### src/rtl/stream_fifo.sv
// Single-clock first-word-fall-through valid/ready FIFO; a word pushed on edge N shows on out_* after edge N.
// Backpressure: in_ready = ~full and out_valid = ~empty, both decoded from registered wrap-bit pointers only.
module stream_fifo_ptr #(
  parameter int DEPTH      = 16,
  parameter int ADDR_WIDTH = $clog2(DEPTH)
) (
  input  logic                  clk,
  input  logic                  rst_n,
  input  logic                  inc,
  output logic [ADDR_WIDTH:0]   ptr
);
  localparam int                    PW   = ADDR_WIDTH + 1;
  localparam logic [ADDR_WIDTH-1:0] LAST = ADDR_WIDTH'(DEPTH - 1);

  // Low bits count 0..DEPTH-1; the MSB flips on every wrap so full and empty stay distinguishable.
  always_ff @(posedge clk or negedge rst_n) begin
    if (!rst_n) begin
      ptr <= '0;
    end else if (inc) begin
      if (ptr[ADDR_WIDTH-1:0] == LAST) begin
        ptr <= {~ptr[ADDR_WIDTH], {ADDR_WIDTH{1'b0}}};
      end else begin
        ptr <= ptr + PW'(1);
      end
    end
  end
endmodule

module stream_fifo #(
  parameter  int DATA_WIDTH   = 16,
  parameter  int DEPTH        = 16,
  parameter  int AFULL_THRESH = DEPTH - 2,
  localparam int ADDR_WIDTH   = $clog2(DEPTH)
) (
  input  logic                  clk,
  input  logic                  rst_n,
  input  logic [DATA_WIDTH-1:0] in_data,
  input  logic                  in_valid,
  output logic                  in_ready,
  output logic [DATA_WIDTH-1:0] out_data,
  output logic                  out_valid,
  input  logic                  out_ready,
  output logic [ADDR_WIDTH:0]   count,
  output logic                  almost_full
);
  localparam int                CW     = ADDR_WIDTH + 1;
  localparam logic [ADDR_WIDTH:0] AF_T = CW'(AFULL_THRESH);
  localparam logic              AF_RST = (AFULL_THRESH <= 0);

  logic [DATA_WIDTH-1:0] mem [DEPTH];
  logic [ADDR_WIDTH:0]   wr_ptr;
  logic [ADDR_WIDTH:0]   rd_ptr;
  logic [ADDR_WIDTH:0]   count_nxt;
  logic                  empty;
  logic                  full;
  logic                  push;
  logic                  pop;

  stream_fifo_ptr #(.DEPTH(DEPTH), .ADDR_WIDTH(ADDR_WIDTH)) u_wr_ptr (
    .clk   (clk),
    .rst_n (rst_n),
    .inc   (push),
    .ptr   (wr_ptr)
  );

  stream_fifo_ptr #(.DEPTH(DEPTH), .ADDR_WIDTH(ADDR_WIDTH)) u_rd_ptr (
    .clk   (clk),
    .rst_n (rst_n),
    .inc   (pop),
    .ptr   (rd_ptr)
  );

  assign empty     = (wr_ptr == rd_ptr);
  assign full      = (wr_ptr[ADDR_WIDTH-1:0] == rd_ptr[ADDR_WIDTH-1:0]) &&
                     (wr_ptr[ADDR_WIDTH] != rd_ptr[ADDR_WIDTH]);
  assign in_ready  = ~full;
  assign out_valid = ~empty;
  assign push      = in_valid & in_ready;
  assign pop       = out_valid & out_ready;

  // Storage carries no reset; the pointers alone decide what is valid.
  always_ff @(posedge clk) begin
    if (push) begin
      mem[wr_ptr[ADDR_WIDTH-1:0]] <= in_data;
    end
  end

  assign out_data = mem[rd_ptr[ADDR_WIDTH-1:0]];

  always_comb begin
    count_nxt = count;
    case ({push, pop})
      2'b10:   count_nxt = count + CW'(1);
      2'b01:   count_nxt = count - CW'(1);
      default: count_nxt = count;
    endcase
  end

  // almost_full compares the next count so both registers move on the same edge.
  always_ff @(posedge clk or negedge rst_n) begin
    if (!rst_n) begin
      count       <= '0;
      almost_full <= AF_RST;
    end else begin
      count       <= count_nxt;
      almost_full <= (count_nxt >= AF_T);
    end
  end
endmodule

### config.mk
export PLATFORM = sky130hd
export DESIGN_NAME = stream_fifo
export DESIGN_NICKNAME = d
export VERILOG_FILES = /design/src/rtl/stream_fifo.sv
export SDC_FILE = /design/constraint.sdc
export NUM_CORES = 1
export LEC_CHECK = 0
export ABC_AREA = 1
export CAP_MARGIN = 25
export CORE_ASPECT_RATIO = 2
export CORE_MARGIN = 4
export CORE_UTILIZATION = 45
export DETAILED_ROUTE_END_ITERATION = 7
export PLACE_DENSITY = 0.72
export SETUP_SLACK_MARGIN = 0.3
export SLEW_MARGIN = 10
export SYNTH_ARGS = -nofsm -noshare
export SYNTH_HDL_FRONTEND = slang
export SYNTH_SLANG_ARGS = --single-unit
### constraint.sdc
create_clock -name clk -period 3.6 [get_ports clk]
set_clock_uncertainty 0.2 [all_clocks]
set_input_delay 0.36 -clock clk [delete_from_list [all_inputs] [get_ports clk]]
set_output_delay 0.36 -clock clk [all_outputs]
set_load 0.01 [all_outputs]
==> results by group, run 1 <==
Status
  – Outcome: complete, no violations

Synthesis
  – Yosys warns: 0
  – Post-Synthesis Cell Area: 11,500 sq um
  – Seq/Total Area, Yosys: 0.701
  – Seq cells post-synth: 272
  – Syn_area_per_cell: 11.3 sq um
  – Synth Instances: 1,021
  – Post-synth cell types: 29
  – Mapped Nets: 1,051

Detailed routing
  – Initial DRC Count: 687
  – Remaining DRCs: 0
  – Antenna-violating nets left: 0
  – Via count: 7,855
  – Pre-Repair DR Iteration Count: 5
  – WL final: 28.6 mm
  – DR vias/cell: 5.50
  – DR WL/cell: 20.1 microns

Clocking
  – Clk sinks: 272
  – Root buffer cell: clkbuf_16
  – Clk_lat worst skew: 520 ps
  – Clock tree buffer depth: 3
  – Num CTS Buffers: 23
  – # hold bufs at CTS: 0
  – H-tree levels: 1
  – CTS tree: done
  – CTS clk-pin slew, worst paths: 70 ps

Critical path
  – CP startpoint kind: register
  – Worst Path Arrival: 2690 ps
  – CP Launch Point: u_rd_ptr.ptr[0]
  – CP Capture Type: output pin
  – Flop-to-flop setup slack: 600 ps
  – Critical path class: reg -> out
  – CP required: 3040 ps
  – Reg2Reg Depth: 14
  – Reg2reg end: almost_full
  – CP Max Fanout: 22
  – FF-to-FF Start: u_rd_ptr.ptr[0]

Placement
  – Routability cong.: 0.832
  – Dpl hpwl: 15.9 mm
  – Port buffer count: 43
  – Setup slack at placement: 583 ps

Cells and area
  – Fraction of layout cells with a size suffix above 1: 0.0926
  – Multi-input combinational cell area: 2970 sq um
  – Commonest non-fill, non-tap cells in the layout: edfxtp_1, nand2_1, nand3_1
  – Area grow syn2layout: 15.9%
  – Commonest non-fill, non-tap cell in the layout: edfxtp_1
  – Filler cells: 2,072
  – Register area: 8090 sq um
  – Final #Nets: 1,109

Floorplan
  – Site Rows: 82
  – Die W: 121 microns
  – Initial Util: 0.459
  – Core area: 25,100 sq um
  – IO Pins: 44
  – Die height: 234 microns
  – Die ar.: 28,400 sq um

Power and ir drop
  – Power per cell area: 792 nW/um^2
  – Peak supply drop: 0.445 mV
  – Leakage power: 5.00 nW

Global route
  – Largest net degree at the start of global routing: 85
  – GRT Total Usage: 0.196
  – Initial antenna violation count: 1
  – First-pass GRT wire length: 42.3 mm
  – Vias in the first global route: 7,567
  – Global route total overflow: 0

STA
  – RSZ-0062 raised after global routing: false
  – Fin. Hold Viols: 0
  – Setup TNS Final: 0 ps
  – Rel. slew slack: 0.492
  – Fin crit period: 3250 ps
  – Worst slew pin tran: 760 ps
  – PnR worst setup slack: 353 ps
  – Final setup violation count: 0
  – Fmax: 308 MHz
  – Slew Limit Fails: 0
  – Hold slack: 85.3 ps
  – Fin crit share: 0.902

Flow run
  – Max cap viols: 0

Min path
  – Worst hold path class: in -> async
==> cells in the mapped netlist <==
cell / instances / share of area
dfrtp_1: 16 / 0.035
o211ai_1: 42 / 0.027
o21a_1: 1 / 0.00065
nand2_4: 1 / 0.00098
nand4_1: 2 / 0.0011
buf_4: 7 / 0.0046
nor2_4: 1 / 0.00098
fa_1: 1 / 0.0017
nand3_4: 1 / 0.0015
a31oi_1: 1 / 0.00054
nand3_1: 116 / 0.050
a21boi_0: 2 / 0.0013
nand2_2: 2 / 0.0011
xor2_1: 3 / 0.0023
edfxtp_1: 256 / 0.67
nor2_2: 1 / 0.00054
buf_6: 1 / 0.00098
xnor2_1: 5 / 0.0038
buf_1: 9 / 0.0029
nand2_1: 253 / 0.082
o21ai_0: 54 / 0.023
nor2_1: 130 / 0.042
nand3_2: 1 / 0.00087
clkbuf_1: 10 / 0.0033
buf_2: 28 / 0.012
inv_1: 60 / 0.020
inv_2: 5 / 0.0016
a21oi_1: 3 / 0.0013
ha_1: 9 / 0.0098
==> per-stage QoR <==
stage | std cells | util | total power [mW] | area, sq um
after floorplan | 1021 | - | 6.52 | 11500
after global placement | 1381 | 0.497 | 7.87 | 12500
after detailed placement | 1381 | 0.497 | 7.93 | 12500
after CTS | 1421 | 0.528 | 10.5 | 13300
after global routing | 1428 | 0.532 | 11.2 | 13400
final | 1428 | 0.532 | 10.6 | 13400
==> what timing repair did <==
| item | CTS | global route |
|---|---|---|
| setup buffers | 1 | 3 |
| gates resized for setup | 3 | 4 |
| endpoints found under the setup margin | 15 | 17 |
| cloned | 2 | 3 |
==> cell type report <==
cell class | instances | area share
multi-input cells | 629 | 0.222
diodes | 1 | 0.000187
clock inverters | 7 | 0.00655
flip-flops and latches | 272 | 0.605
clock buffers | 30 | 0.0450
repair buffers | 88 | 0.0713
inverters | 65 | 0.0184
well taps | 336 | 0.0314
==> cell families (layout without fill, tap and decap cells) <==
| group | count (synthesis) | after routing | synth area share |
|---|---|---|---|
| DFF | 272 | 272 | 0.701 |
| buffers and inverters | 120 | 190 | 0.0450 |
| other | 0 | 1 | 0 |
| AOI/OAI and AO/OA | 103 | 103 | 0.0545 |
| adders and majority gates | 10 | 10 | 0.0115 |
| and+or+nand+nor | 508 | 508 | 0.182 |
| xor gates and xnor gates | 8 | 8 | 0.00607 |
==> worst max path at each step <==
| stage | endpoint | slack, ps | depth (start not counted) |
|---|---|---|---|
| 6_report | out_data[10] | 350 | 9 |
| 5_1_grt | out_data[10] | 300 | 9 |
| 4_1_cts | out_data[10] | 310 | 8 |
| 3_5_place_dp | almost_full | 580 | 14 |
| 3_3_place_gp | almost_full | 640 | 14 |
| 2_1_floorplan | almost_full | 1000 | 14 |
==> critical path, cell delays in order (launching register included) <==
cell and delay (ps):
dfrtp_4 560, inv_2 230, buf_16 220, nand2_1 70, nand2_1 60, nand2_1 50
nand3_1 80, nand3_1 90, nand2_1 210, clkdlybuf4s50_1 580
==> state kept, by name (all words and copies together) (netlist names) <==
register and count:
u_wr_ptr.ptr 5, count 5, almost_full 1, u_rd_ptr.ptr 5
mem 256
==> report_power, final <==
part / internal [mW] / switching, mW / leakage (nW)
registers: 3.82 / 0.177 / 2.51
clock network: 1.32 / 1.04 / 0.329
logic: 1.60 / 2.64 / 2.16
total: 6.74 / 3.85 / 5.00
==> per-layer routing <==
metal,track usage,part of all wire
met5,0,0
met3,0.0269,0.073
met4,0.0992,0.048
met2,0.349,0.52
met1,0.230,0.36
(Power assumes the default switching activity.)
==> inputs of run 2 (changes only) <==
--- a/config.mk
+++ b/config.mk
@@ -8,7 +8,7 @@
 export ABC_AREA = 1
 export CAP_MARGIN = 25
 export CORE_ASPECT_RATIO = 2
-export CORE_MARGIN = 4
+export CORE_MARGIN = 10
 export CORE_UTILIZATION = 45
 export DETAILED_ROUTE_END_ITERATION = 7
 export PLACE_DENSITY = 0.72
==> results by group, run 2 (synthesis results as in run 1) <==
Status
  – Outcome: complete, no violations (unchanged)

STA
  – Final setup violation count: 0 (unchanged)
  – Fmax: 308 MHz (about the same)
  – Fin crit share: 0.902 (about the same)
  – Rel. slew slack: 0.469 (was 0.492)
  – Fin. Hold Viols: 0 (unchanged)
  – Worst slew pin tran: 794 ps (was 760 ps)
  – Fin crit period: 3250 ps (about the same)
  – Slew Limit Fails: 0 (unchanged)
  – RSZ-0062 raised after global routing: false (unchanged)
  – Setup TNS Final: 0 ps (unchanged)
  – PnR worst setup slack: 352 ps (was 353 ps)
  – Hold slack: 96.3 ps (was 85.3 ps)

Critical path
  – Reg2reg end: almost_full (unchanged)
  – Flop-to-flop setup slack: 670 ps (was 600 ps)
  – CP required: 3040 ps (about the same)
  – Worst Path Arrival: 2690 ps (about the same)
  – FF-to-FF Start: u_wr_ptr.ptr[0] (was u_rd_ptr.ptr[0])
  – Critical path class: reg -> out (unchanged)
  – CP peak stage delay: 590 ps (was 580 ps)
  – CP Capture Type: output pin (unchanged)
  – CP Launch Point: u_rd_ptr.ptr[0] (unchanged)
  – Critical path destination: out_data[10] (unchanged)
  – Critical Path, Cell by Cell: inv_2, buf_12, nand2_1, nand2_1, nand2_1, nand3_1, nand3_1, nand2_1, clkdlybuf4s50_1 (was inv_2, buf_16, nand2_1, nand2_1, nand2_1, nand3_1, nand3_1, nand2_1, clkdlybuf4s50_1)
  – Critical-path top delay cell: clkdlybuf4s50_1 (unchanged)
  – Critical Path Most Common Cell: nand2_1 (unchanged)
  – Reg2Reg Depth: 15 (was 14)
  – CP startpoint kind: register (unchanged)
  – CP Max Fanout: 63 (was 22)

Power and ir drop
  – Peak supply drop: 0.739 mV (was 0.445 mV)
  – P_int: 6.70 mW (was 6.74 mW)
  – Comb power frac: 0.385 (was 0.400)
  – P_sw: 3.81 mW (was 3.85 mW)
  – Sequential share of power: 0.381 (was 0.378)
  – Power per cell area: 790 nW/um^2 (was 792 nW/um^2)
  – Leakage power: 4.96 nW (was 5.00 nW)
  – Switching share of power: 0.362 (was 0.364)
  – Clk pwr share: 0.234 (was 0.222)

Clocking
  – Clk_lat worst skew: 520 ps (about the same)
  – Num CTS Buffers: 23 (unchanged)
  – Root buffer cell: clkbuf_16 (unchanged)
  – # hold bufs at CTS: 0 (unchanged)
  – Clk sinks: 272 (unchanged)
  – H-tree levels: 1 (unchanged)
  – Clock tree buffer depth: 3 (unchanged)
  – CTS clk-pin slew, worst paths: 70 ps (about the same)
  – CTS tree: done (unchanged)

Detailed routing
  – Initial DRC Count: 789 (was 687)
  – Remaining DRCs: 0 (unchanged)
  – DR WL/cell: 19.8 microns (was 20.1 microns)
  – DR vias/cell: 5.39 (was 5.50)
  – Via count: 7,682 (was 7,855)
  – Antenna-violating nets left: 0 (unchanged)
  – Pre-Repair DR Iteration Count: 5 (unchanged)
  – WL final: 28.2 mm (was 28.6 mm)

Global route
  – GRT Total Usage: 0.168 (was 0.196)
  – Met2 usage: 0.308 (was 0.349)
  – First-pass GRT wire length: 42.9 mm (was 42.3 mm)
  – Initial antenna violation count: 3 (was 1)
  – Vias in the first global route: 7,578 (was 7,567)
  – M3 GR Usage: 0.0255 (was 0.0269)
  – Top Usage Layer GRT: met2 (unchanged)
  – Largest net degree at the start of global routing: 113 (was 85)
  – Global route total overflow: 0 (unchanged)
  – GR Util met1: 0.182 (was 0.230)

Cells and area
  – Cell Count, Final, Fillers Out: 1,424 (was 1,428)
  – Commonest non-fill, non-tap cells in the layout: edfxtp_1, nand2_1, nand3_1 (unchanged)
  – Max reg flops: 256 (unchanged)
  – Fraction of layout cells with a size suffix above 1: 0.0920 (was 0.0926)
  – Final #Nets: 1,101 (was 1,109)
  – Area grow syn2layout: 15.2% (was 15.9%)
  – Commonest non-fill, non-tap cell in the layout: edfxtp_1 (unchanged)
  – Final core occ: 0.529 (was 0.532)

Floorplan
  – Die W: 133 microns (was 121 microns)
  – Site Rows: 82 (unchanged)
  – IO Pins: 44 (unchanged)
  – Initial Util: 0.459 (unchanged)
  – Core area: 25,100 sq um (unchanged)
  – Die ar.: 32,800 sq um (was 28,400 sq um)
  – Die height: 246 microns (was 234 microns)

Placement
  – Routability cong.: 0.816 (was 0.832)
  – Placed cells: 1,378 (was 1,381)
  – Port buffer count: 43 (unchanged)
  – Dpl hpwl: 16.3 mm (was 15.9 mm)
  – Setup slack at placement: 620 ps (was 583 ps)

Min path
  – Worst hold path class: in -> async (unchanged)

Flow run
  – Max cap viols: 0 (unchanged)
[run 2: how the worst min path moves through the flow]
stage,startpoint,to,depth (start not counted)
6_report,rst_n,count[4],1
5_1_grt,rst_n,count[4],1
4_1_cts,rst_n,count[4],1
3_5_place_dp,u_wr_ptr.ptr[4],u_wr_ptr.ptr[4],2
3_3_place_gp,u_wr_ptr.ptr[4],u_wr_ptr.ptr[4],2
2_1_floorplan,rst_n,almost_full,0
[run 2: through the flow]
stage,total power [mW],cell area (sq um)
3_3_place_gp,7.88,12500
4_1_cts,10.5,13200
6_report,10.5,13300
2_1_floorplan,6.52,11500
3_5_place_dp,7.95,12500
5_1_grt,11.1,13300
[run 2: final cells by class]
cell class,count,area (sq um)
repair buffers,80,816
flip-flops and latches,272,8090
clock inverters,18,166
fillers,2078,11800
inverters,65,245
diodes,1,2.50
well taps,336,420
clock buffers,23,576
multi-input cells,629,2970
[run 2: per-layer routing]
metal,vias up,wire (microns)
li1,3604,-
met1,3687,9770
met2,312,15000
met3,77,2070
met4,2,1300
met5,-,12
[run 2: critical path, delay by kind of cell, from the launching register on]
kind                   cells  cell delay [ps]
buffers and inverters      3              970
and+or+nand+nor            6              620
DFF                        1              540
[run 2: power groups by stage]
| stage | Sequential, mW | Clock (mW) | Combinational (mW) |
|---|---|---|---|
| 5_1_grt | 4.03 | 2.64 | 4.45 |
| 2_1_floorplan | 4.02 | 0 | 2.51 |
| 3_5_place_dp | 4.06 | 0 | 3.89 |
| 3_3_place_gp | 4.05 | 0 | 3.83 |
| 4_1_cts | 4.01 | 2.50 | 4.00 |
| 6_report | 4.00 | 2.46 | 4.04 |
[run 2: what timing repair did]
item / CTS / global route
buffers inserted: 0 / 2
gates resized for setup: 3 / 0
setup endpoints to repair: 1 / 6
cloned: 1 / 1
pin swaps: 0 / 0
==> inputs of run 3 (changes only) <==
--- a/config.mk
+++ b/config.mk
@@ -11,7 +11,7 @@
 export CORE_MARGIN = 10
 export CORE_UTILIZATION = 45
 export DETAILED_ROUTE_END_ITERATION = 7
-export PLACE_DENSITY = 0.72
+export PLACE_DENSITY_LB_ADDON = 0.3
 export SETUP_SLACK_MARGIN = 0.3
 export SLEW_MARGIN = 10
 export SYNTH_ARGS = -nofsm -noshare
==> constraint.sdc (replaced) <==
create_clock -name clk -period 3.6 [get_ports clk]
set_clock_uncertainty 0.2 [all_clocks]
set_input_delay 0.36 -clock clk [delete_from_list [all_inputs] [get_ports clk]]
set_output_delay 0.36 -clock clk [all_outputs]
set_load 0.02 [all_outputs]
==> results by group, run 3 (synthesis results as in run 1) <==
Detailed routing
  – Initial DRC Count: 746 (was 789)
  – Via count: 7,659 (was 7,682)
  – Antenna-violating nets left: 0 (unchanged)
  – Remaining DRCs: 0 (unchanged)
  – WL final: 28.9 mm (was 28.2 mm)
  – Pre-Repair DR Iteration Count: 7 (was 5)
  – DR WL/cell: 20.3 microns (was 19.8 microns)
  – DR vias/cell: 5.39 (about the same)

Min path
  – Worst hold path class: in -> async (unchanged)

Floorplan
  – Die ar.: 32,800 sq um (unchanged)
  – IO Pins: 44 (unchanged)
  – Core area: 25,100 sq um (unchanged)
  – Initial Util: 0.459 (unchanged)
  – Die W: 133 microns (unchanged)
  – Site Rows: 82 (unchanged)
  – Die height: 246 microns (unchanged)

STA
  – Fin. Hold Viols: 0 (unchanged)
  – Setup TNS Final: 0 ps (unchanged)
  – Worst slew pin tran: 804 ps (was 794 ps)
  – Fin crit share: 0.855 (was 0.902)
  – Fin crit period: 3080 ps (was 3250 ps)
  – Fmax: 325 MHz (was 308 MHz)
  – RSZ-0062 raised after global routing: false (unchanged)
  – Slew Limit Fails: 0 (unchanged)
  – Final setup violation count: 0 (unchanged)
  – Rel. slew slack: 0.463 (was 0.469)

Placement
  – Post-DP Area: 12,500 sq um (about the same)
  – Placed cells: 1,379 (was 1,378)
  – Dpl hpwl: 16.5 mm (was 16.3 mm)
  – Port buffer count: 43 (unchanged)
  – Routability cong.: 0.825 (was 0.816)

Power and ir drop
  – Power per cell area: 795 nW/um^2 (was 790 nW/um^2)
  – Leakage power: 5.02 nW (was 4.96 nW)
  – Peak supply drop: 0.507 mV (was 0.739 mV)

Critical path
  – CP Capture Type: output pin (unchanged)
  – FF-to-FF Start: u_rd_ptr.ptr[1] (was u_wr_ptr.ptr[0])
  – CP Max Fanout: 56 (was 63)
  – Critical path class: reg -> out (unchanged)
  – CP startpoint kind: register (unchanged)
  – CP Launch Point: u_rd_ptr.ptr[1] (was u_rd_ptr.ptr[0])
  – Worst Path Arrival: 2520 ps (was 2690 ps)
  – CP required: 3040 ps (about the same)
  – Reg2Reg Depth: 15 (unchanged)

Global route
  – Initial antenna violation count: 0 (was 3)
  – Met2 usage: 0.320 (was 0.308)
  – First-pass GRT wire length: 44.6 mm (was 42.9 mm)
  – M3 GR Usage: 0.0224 (was 0.0255)
  – GR Util met1: 0.199 (was 0.182)
  – Largest net degree at the start of global routing: 68 (was 113)
  – GRT Total Usage: 0.176 (was 0.168)
  – Vias in the first global route: 7,601 (was 7,578)
  – Top Usage Layer GRT: met2 (unchanged)
  – Global route total overflow: 0 (unchanged)

Cells and area
  – Register area: 8090 sq um (about the same)
  – Fin area: 13,300 sq um (about the same)
  – Fraction of layout cells with a size suffix above 1: 0.0876 (was 0.0920)
  – Filler cells: 2,132 (was 2,078)
  – Area grow syn2layout: 14.8% (was 15.2%)
  – Cell Count, Final, Fillers Out: 1,421 (was 1,424)
  – Multi-input combinational cell area: 2970 sq um (unchanged)
  – Max reg flops: 256 (unchanged)
  – Commonest non-fill, non-tap cells in the layout: edfxtp_1, nand2_1, nand3_1 (unchanged)
  – N_diodes: 0 (was 1)
  – Final #Nets: 1,100 (was 1,101)
  – Commonest non-fill, non-tap cell in the layout: edfxtp_1 (unchanged)

Clocking
  – Clk sinks: 272 (unchanged)
  – Root buffer cell: clkbuf_16 (unchanged)
  – Clock tree buffer depth: 3 (unchanged)
  – Clk_lat worst skew: 520 ps (about the same)
  – # hold bufs at CTS: 0 (unchanged)
  – H-tree levels: 1 (unchanged)
  – CTS clk-pin slew, worst paths: 70 ps (about the same)
  – CTS tree: done (unchanged)
  – Num CTS Buffers: 23 (unchanged)

Flow run
  – Max cap viols: 0 (unchanged)

Status
  – Outcome: complete, no violations (unchanged)
## run 3: cell types whose count changed in the layout (fill, tap and decap cells not counted), moves of 2 or more
cell and delta:
clkinv_2 -2, dlymetal6s2s_1 +5, clkbuf_8 +4, clkdlybuf4s50_1 -16, dlygate4sd2_1 +11, clkinvlp_4 -3, clkinv_1 -4, clkbuf_1 +6
bufinv_16 -2
## run 3: final timing paths
kind	endpoint	slack, ps
worst max-delay path	out_data[5]	520
worst min-delay path	count[4]	100
worst max register to register	almost_full	590
worst min register to register	u_wr_ptr.ptr[4]	360
max in group asynchronous	u_rd_ptr.ptr[0]	2520
min in group clk	u_rd_ptr.ptr[1]	350
## run 3: timing repair
action / in CTS / in global routing
buffers inserted: 0 / 0
gates resized for setup: 13 / 5
cloned: 2 / 0
setup endpoints to repair: 15 / 5
## run 3: routing by layer
| layer | share of wire | wire length (microns) | vias up |
|---|---|---|---|
| li1 | - | - | 3597 |
| met1 | 0.36 | 10400 | 3739 |
| met2 | 0.54 | 15500 | 258 |
| met3 | 0.062 | 1800 | 65 |
| met4 | 0.042 | 1200 | 0 |
| met5 | 0 | 0 | - |
## run 3: stage by stage
| stage | util | worst slack [ps] | hold slack (ps) | power, mW |
|---|---|---|---|---|
| after floorplan | - | 937 | -136 | 6.69 |
| after global placement | 0.495 | 738 | 327 | 8.11 |
| after detailed placement | 0.495 | 663 | 350 | 8.15 |
| after CTS | 0.527 | 270 | 103 | 10.6 |
| after global routing | 0.527 | 341 | 140 | 11.2 |
| final | 0.527 | 524 | 99.8 | 10.5 |
## run 3: report_power, final
part           leakage, nW  internal, mW  total [mW]  switching (mW)
sequential            2.51          3.82        4.01           0.183
clock                0.350          1.33        2.42            1.09
combinational         2.16          1.39        4.11            2.72
total                 5.02          6.55        10.5            3.99
## run 3: critical path, stage by stage, from the launching register on
cell,delay [ps]
dfrtp_1,360
buf_4,230
clkinv_2,150
bufbuf_16,380
nor2_1,140
o21ai_0,90
nand3_1,90
nand3_1,70
nand2_1,130
dlygate4sd2_1,350
## run 3: area by class of cell
cell class | count | share of cell area
clock buffers | 33 | 0.0493
clock inverters | 7 | 0.00500
inverters | 65 | 0.0185
multi-input cells | 629 | 0.224
flip-flops and latches | 272 | 0.611
well taps | 336 | 0.0317
repair buffers | 79 | 0.0605
==> patch 1 (settings of run 1) <==
Reset style: synchronous (`rst_n`), changed in 2 clocked blocks.
--- a/src/rtl/stream_fifo.sv
+++ b/src/rtl/stream_fifo.sv
@@ -13,7 +13,7 @@
   localparam logic [ADDR_WIDTH-1:0] LAST = ADDR_WIDTH'(DEPTH - 1);
 
   // Low bits count 0..DEPTH-1; the MSB flips on every wrap so full and empty stay distinguishable.
-  always_ff @(posedge clk or negedge rst_n) begin
+  always_ff @(posedge clk) begin
     if (!rst_n) begin
       ptr <= '0;
     end else if (inc) begin
@@ -97,7 +97,7 @@
   end
 
   // almost_full compares the next count so both registers move on the same edge.
-  always_ff @(posedge clk or negedge rst_n) begin
+  always_ff @(posedge clk) begin
     if (!rst_n) begin
       count       <= '0;
       almost_full <= AF_RST;
Function: differs if rst_n is asserted again (counterexample within 4 cycles, from zero or initial values and one cycle with rst_n low); with rst_n held inactive, the same outputs for 4 cycles.
==> patch 1 against run 1 <==
  * Fmax grew 6.1%
  * Core utilization shrank 0.91 points
  * Global-route usage shrank 1.4 points
  * Die area grew 1.1%
  * Routed wire length shrank 9.4%
  * Final area grew 0.30%
  * Largest cell class unchanged
  * Sequential cell count grew 4
  * Synthesized area grew 1.2%
  * Setup slack gained 0.19 ns
Power is not compared: it rests on default switching activity, and its combinational part moved more than twofold at a synthesized area within 25%.
==> patch 1: results (changes against run 1) <==
status=finished clean (unchanged); Syn Area/Cell=11.7 um2 (was 11.3 um2); placed insts=1350 (was 1381); diode count=0 (was 1); CP max stage cell=dfxtp_4 (was clkdlybuf4s50_1); vias=7423 (was 7855); Detail Placement HPWL=15200 um (was 15900 um); Detailed Route WL=26000 um (was 28600 um); Critical Path Sink=out_data[0] (was out_data[10]); FF-to-FF Start=u_wr_ptr.ptr[2] (was u_rd_ptr.ptr[0]); Filler cells=2123 (was 2072); sequential share of the synthesized area=0.693 (was 0.701); Max stage delay on crit path=0.59 ns; min-delay worst type=reg -> reg (was in -> async); Least-Margin Pin Slew=0.629 ns (was 0.760 ns); Hold Slack=0.314 ns (was 0.0853 ns); initial drt markers=701 (was 687); Pleak=4.87 nW; synth cell count leaders=256 x edfxtp_1, 150 x inv_1, 127 x nand2_1 (was 256 x edfxtp_1, 253 x nand2_1, 130 x nor2_1); global-route wire length before repair=40200 um (was 42300 um); Yosys cell types=31 (was 29); Max FO, Critical Path=28 (was 22); Post-Synth Adder-Cell Area=0.00857 (was 0.0115); DP Worst Slack=0.775 ns (was 0.583 ns); Synth Area in Compound Gates=0.103 (was 0.0545); Routed wire per std cell=18.6 um (was 20.1 um); post-cts resize count=0 (was 3); share of synthesized flip-flops with an asynchronous set or reset=0 (was 0.0588); total CTS buffers=24 (was 23); largest cells by area after synthesis=edfxtp_1 66%, nand3_1 5.0%, inv_1 4.8% (was edfxtp_1 67%, nand2_1 8.2%, nand3_1 5.0%); reg2reg end=almost_full (unchanged); flop-to-flop setup slack=0.77 ns (was 0.60 ns); number of global-route vias before repair=7361 (was 7567); post-route DRC violation count=0 (unchanged); initial antenna violation count=0 (was 1); largest net degree at the start of global routing=113 (was 85); Reg2Reg Depth=15 (was 14); hold wc startpoint=count[0]; xor and xnor fraction of the mapped netlist area=0.00665 (was 0.00607); aggregate global-route resource usage=0.182 (was 0.196); share of cells above drive strength 1=0.103 (was 0.0926); CP Data Arrival Time=2.50 ns (was 2.69 ns); gpl congestion=0.794 (was 0.832); EDFF count, synth=256 (unchanged); Synthesized Nets=1024 (was 1051); clock root cell=clkbuf_16 (unchanged); nets=1065 (was 1109); main flop type after synthesis=edfxtp_1 (unchanged); Fmax achieved=0.327 GHz (was 0.308 GHz); cell area after placement=12500 um2 (about the same)
## patch 1: layer usage
layer / vias to the layer above / wire length (um) / track usage / share of wire
met4: 0 / 676 / 0.0615 / 0.026
li1: 3543 / - / - / -
met2: 257 / 14000 / 0.332 / 0.54
met1: 3574 / 9510 / 0.215 / 0.37
met5: - / 0 / 0 / 0
met3: 49 / 1710 / 0.0283 / 0.066
## patch 1: repair_timing
| item | in CTS | in global routing |
|---|---|---|
| setup buffers | 0 | 1 |
| endpoints found under the hold margin | 0 | 0 |
| setup endpoints to repair | 0 | 10 |
## patch 1: kinds of logic after synthesis
kind of cell	after synthesis
AOI/OAI and AO/OA	206
adders and majority gates	8
xor gates and xnor gates	8
DFF	276
and+or+nand+nor	289
buffers and inverters	209
## patch 1: cell type report
type	count	area, um2	share of cell area
multi-input cells	511	2770	0.207
flip-flops and latches	276	8100	0.603
well taps	340	425	0.0317
clock buffers	28	657	0.0490
clock inverters	16	194	0.0145
repair buffers	71	691	0.0515
inverters	153	582	0.0434
## patch 1: worst register-to-register path, stage by stage, from the launching register on
cell     delay, ns
dfxtp_1       0.53
xor2_1        0.16
nor2_4        0.19
nand3_4       0.12
nand2_2       0.12
inv_1         0.09
ha_1          0.25
nand2_1       0.08
inv_1         0.05
nor2_1        0.14
ha_1          0.25
or2_2         0.27
nand3_1       0.11
a21oi_1       0.05
nand3_1       0.08
nand2_1       0.05
## patch 1: power breakdown
| part | leakage (nW) | total [W] | internal [W] | switching, W |
|---|---|---|---|---|
| Clock | 0.422 | 0.00273 | 0.00161 | 0.00112 |
| Combinational | 1.97 | 0.000980 | 0.000387 | 0.000593 |
| Sequential | 2.48 | 0.00362 | 0.00356 | 0.0000545 |
==> patch 2 (config.mk and constraints of run 1) <==
Made on the original files. `DEPTH` is set to 16 in 2 places; all go to 8.
--- a/src/rtl/stream_fifo.sv
+++ b/src/rtl/stream_fifo.sv
@@ -1,7 +1,7 @@
 // Single-clock first-word-fall-through valid/ready FIFO; a word pushed on edge N shows on out_* after edge N.
 // Backpressure: in_ready = ~full and out_valid = ~empty, both decoded from registered wrap-bit pointers only.
 module stream_fifo_ptr #(
-  parameter int DEPTH      = 16,
+  parameter int DEPTH      = 8,
   parameter int ADDR_WIDTH = $clog2(DEPTH)
 ) (
   input  logic                  clk,
@@ -28,7 +28,7 @@
 
 module stream_fifo #(
   parameter  int DATA_WIDTH   = 16,
-  parameter  int DEPTH        = 16,
+  parameter  int DEPTH        = 8,
   parameter  int AFULL_THRESH = DEPTH - 2,
   localparam int ADDR_WIDTH   = $clog2(DEPTH)
 ) (
Ports: changed (resized count); port bits go from 44 to 43. The function was not compared with the original's and may differ.
==> patch 2 against run 1 <==
  * Final area shrank 48%
  * Core utilization grew 0.62 points
  * Synthesized area decreased by 48%
  * Highest routed layer unchanged
  * Worst hold slack better by 0.054 ns
  * Largest cell class unchanged
  * Sequential cell count is 131 lower
  * Combinational power is 46% lower
  * Total power decreased by 43%
  * Routed wire length is 55% lower
  * Clock power is 37% lower
  * Setup slack gained 0.11 ns
==> patch 2: results (changes against run 1) <==
FF-to-FF Start=u_rd_ptr.ptr[1] (was u_rd_ptr.ptr[0]); CP Data Arrival Time=2.58 ns (was 2.69 ns); Clock transition at path regs=0.05 ns (was 0.07 ns); post-cts resize count=1 (was 3); post-route DRC violation count=0 (unchanged); Yosys cell types=29 (unchanged); number of global-route vias before repair=4128 (was 7567); # port buffers=42 (was 43); aggregate global-route resource usage=0.181 (was 0.196); global-route wire length before repair=20600 um (was 42300 um); Longest Clk Path Bufs=2 (was 3); EDFF count, synth=128 (was 256); Reg2Reg Depth=13 (was 14); Net Sw Frac=0.363 (was 0.364); max reg flops=128 (was 256); largest net degree at the start of global routing=65 (was 85); initial drt markers=373 (was 687); sequential share of the synthesized area=0.696 (was 0.701); first-pass iteration count of the detailed router=4 (was 5); initial antenna violation count=0 (was 1); min-delay worst type=in -> async (unchanged); Max stage delay on crit path=0.63 ns (was 0.58 ns); Least-Margin Pin Slew=0.608 ns (was 0.760 ns); nets=567 (was 1109); H-tree Lvls=4 (was 1); synth cell count leaders=128 x edfxtp_1, 85 x nand2_1, 76 x nor2_1 (was 256 x edfxtp_1, 253 x nand2_1, 130 x nor2_1); yosys warns=0 (unchanged); clock root cell=clkbuf_16 (unchanged); cell internal pwr=0.00384 W (was 0.00674 W); gpl congestion=0.742 (was 0.832); Routed wire per std cell=18.2 um (was 20.1 um); share of cells above drive strength 1=0.116 (was 0.0926); Pleak=2.53 nW (was 5.00 nW); Via density=5.55 (was 5.50); cell area after placement=6480 um2 (was 12500 um2); Clk. pwr=0.00148 W (was 0.00236 W); post-CTS setup buffers=0 (was 1); Max FO, Critical Path=64 (was 22); Synthesized Nets=523 (was 1051); Post-Synth Adder-Cell Area=0.0180 (was 0.0115); Max VDD drop=501 uV (was 445 uV); total CTS buffers=17 (was 23); diode count=0 (was 1); share of synthesized flip-flops with an asynchronous set or reset=0.0922 (was 0.0588); Synth Area in Compound Gates=0.0895 (was 0.0545); status=finished clean (unchanged); largest cells by area after synthesis=edfxtp_1 64%, dfrtp_1 5.4%, nand2_1 5.3% (was edfxtp_1 67%, nand2_1 8.2%, nand3_1 5.0%); Detail Placement HPWL=7940 um (was 15900 um); xor and xnor fraction of the mapped netlist area=0.00585 (was 0.00607); worst skew pair latency=0.40 ns (was 0.52 ns); CP max stage cell=dfrtp_4 (was clkdlybuf4s50_1); seq pwr=0.00229 W (was 0.00400 W)
==> patch 2: changes by cell type after synthesis, sizes merged, moves of 12 or more <==
| cell | run 1 | this run |
|---|---|---|
| buf | 45 | 22 |
| edfxtp | 256 | 128 |
| inv | 65 | 16 |
| nand2 | 256 | 99 |
| nand3 | 118 | 17 |
| nor2 | 132 | 76 |
| o211ai | 42 | 0 |
| o21ai | 54 | 66 |
| o22ai | 0 | 32 |
==> patch 2: worst max-delay path, delay by kind of cell, from the launching register on <==
kind	cells	cell delay, ns
AOI/OAI and AO/OA	2	0.33
buffers and inverters	3	1.05
DFF	1	0.63
and+or+nand+nor	2	0.16
==> patch 2: path summary, 6_finish.rpt <==
kind	slack, ns	endpoint
setup / recovery	0.46	out_data[1]
hold / removal	0.14	count[1]
setup reg to reg	0.76	almost_full
hold reg to reg	0.32	count[0]
max in group asynchronous	2.61	u_rd_ptr.ptr[0]
min in group clk	0.32	count[0]
==> patch 2: layer usage <==
layer | track usage | part of all wire
met1 | 0.196 | 0.37
met2 | 0.324 | 0.57
met3 | 0.0424 | 0.034
met4 | 0.0817 | 0.023
met5 | 0 | 0
==> patch 2: area by class of cell <==
| type | instances | area [um2] |
|---|---|---|
| inverters | 16 | 75.1 |
| well taps | 152 | 190 |
| repair buffers | 54 | 520 |
| clock inverters | 12 | 76.3 |
| clock buffers | 18 | 429 |
| fillers | 1078 | 6000 |
| flip-flops and latches | 141 | 4170 |
| multi-input cells | 309 | 1530 |
==> patch 2: through the flow <==
stage | std cells | worst slack [ns] | hold WS (ns)
2_1_floorplan | 495 | 1.10 | -0.136
4_1_cts | 702 | 0.306 | 0.154
5_1_grt | 702 | 0.315 | 0.173
6_report | 702 | 0.460 | 0.140
3_3_place_gp | 672 | 0.762 | 0.318
3_5_place_dp | 672 | 0.676 | 0.318
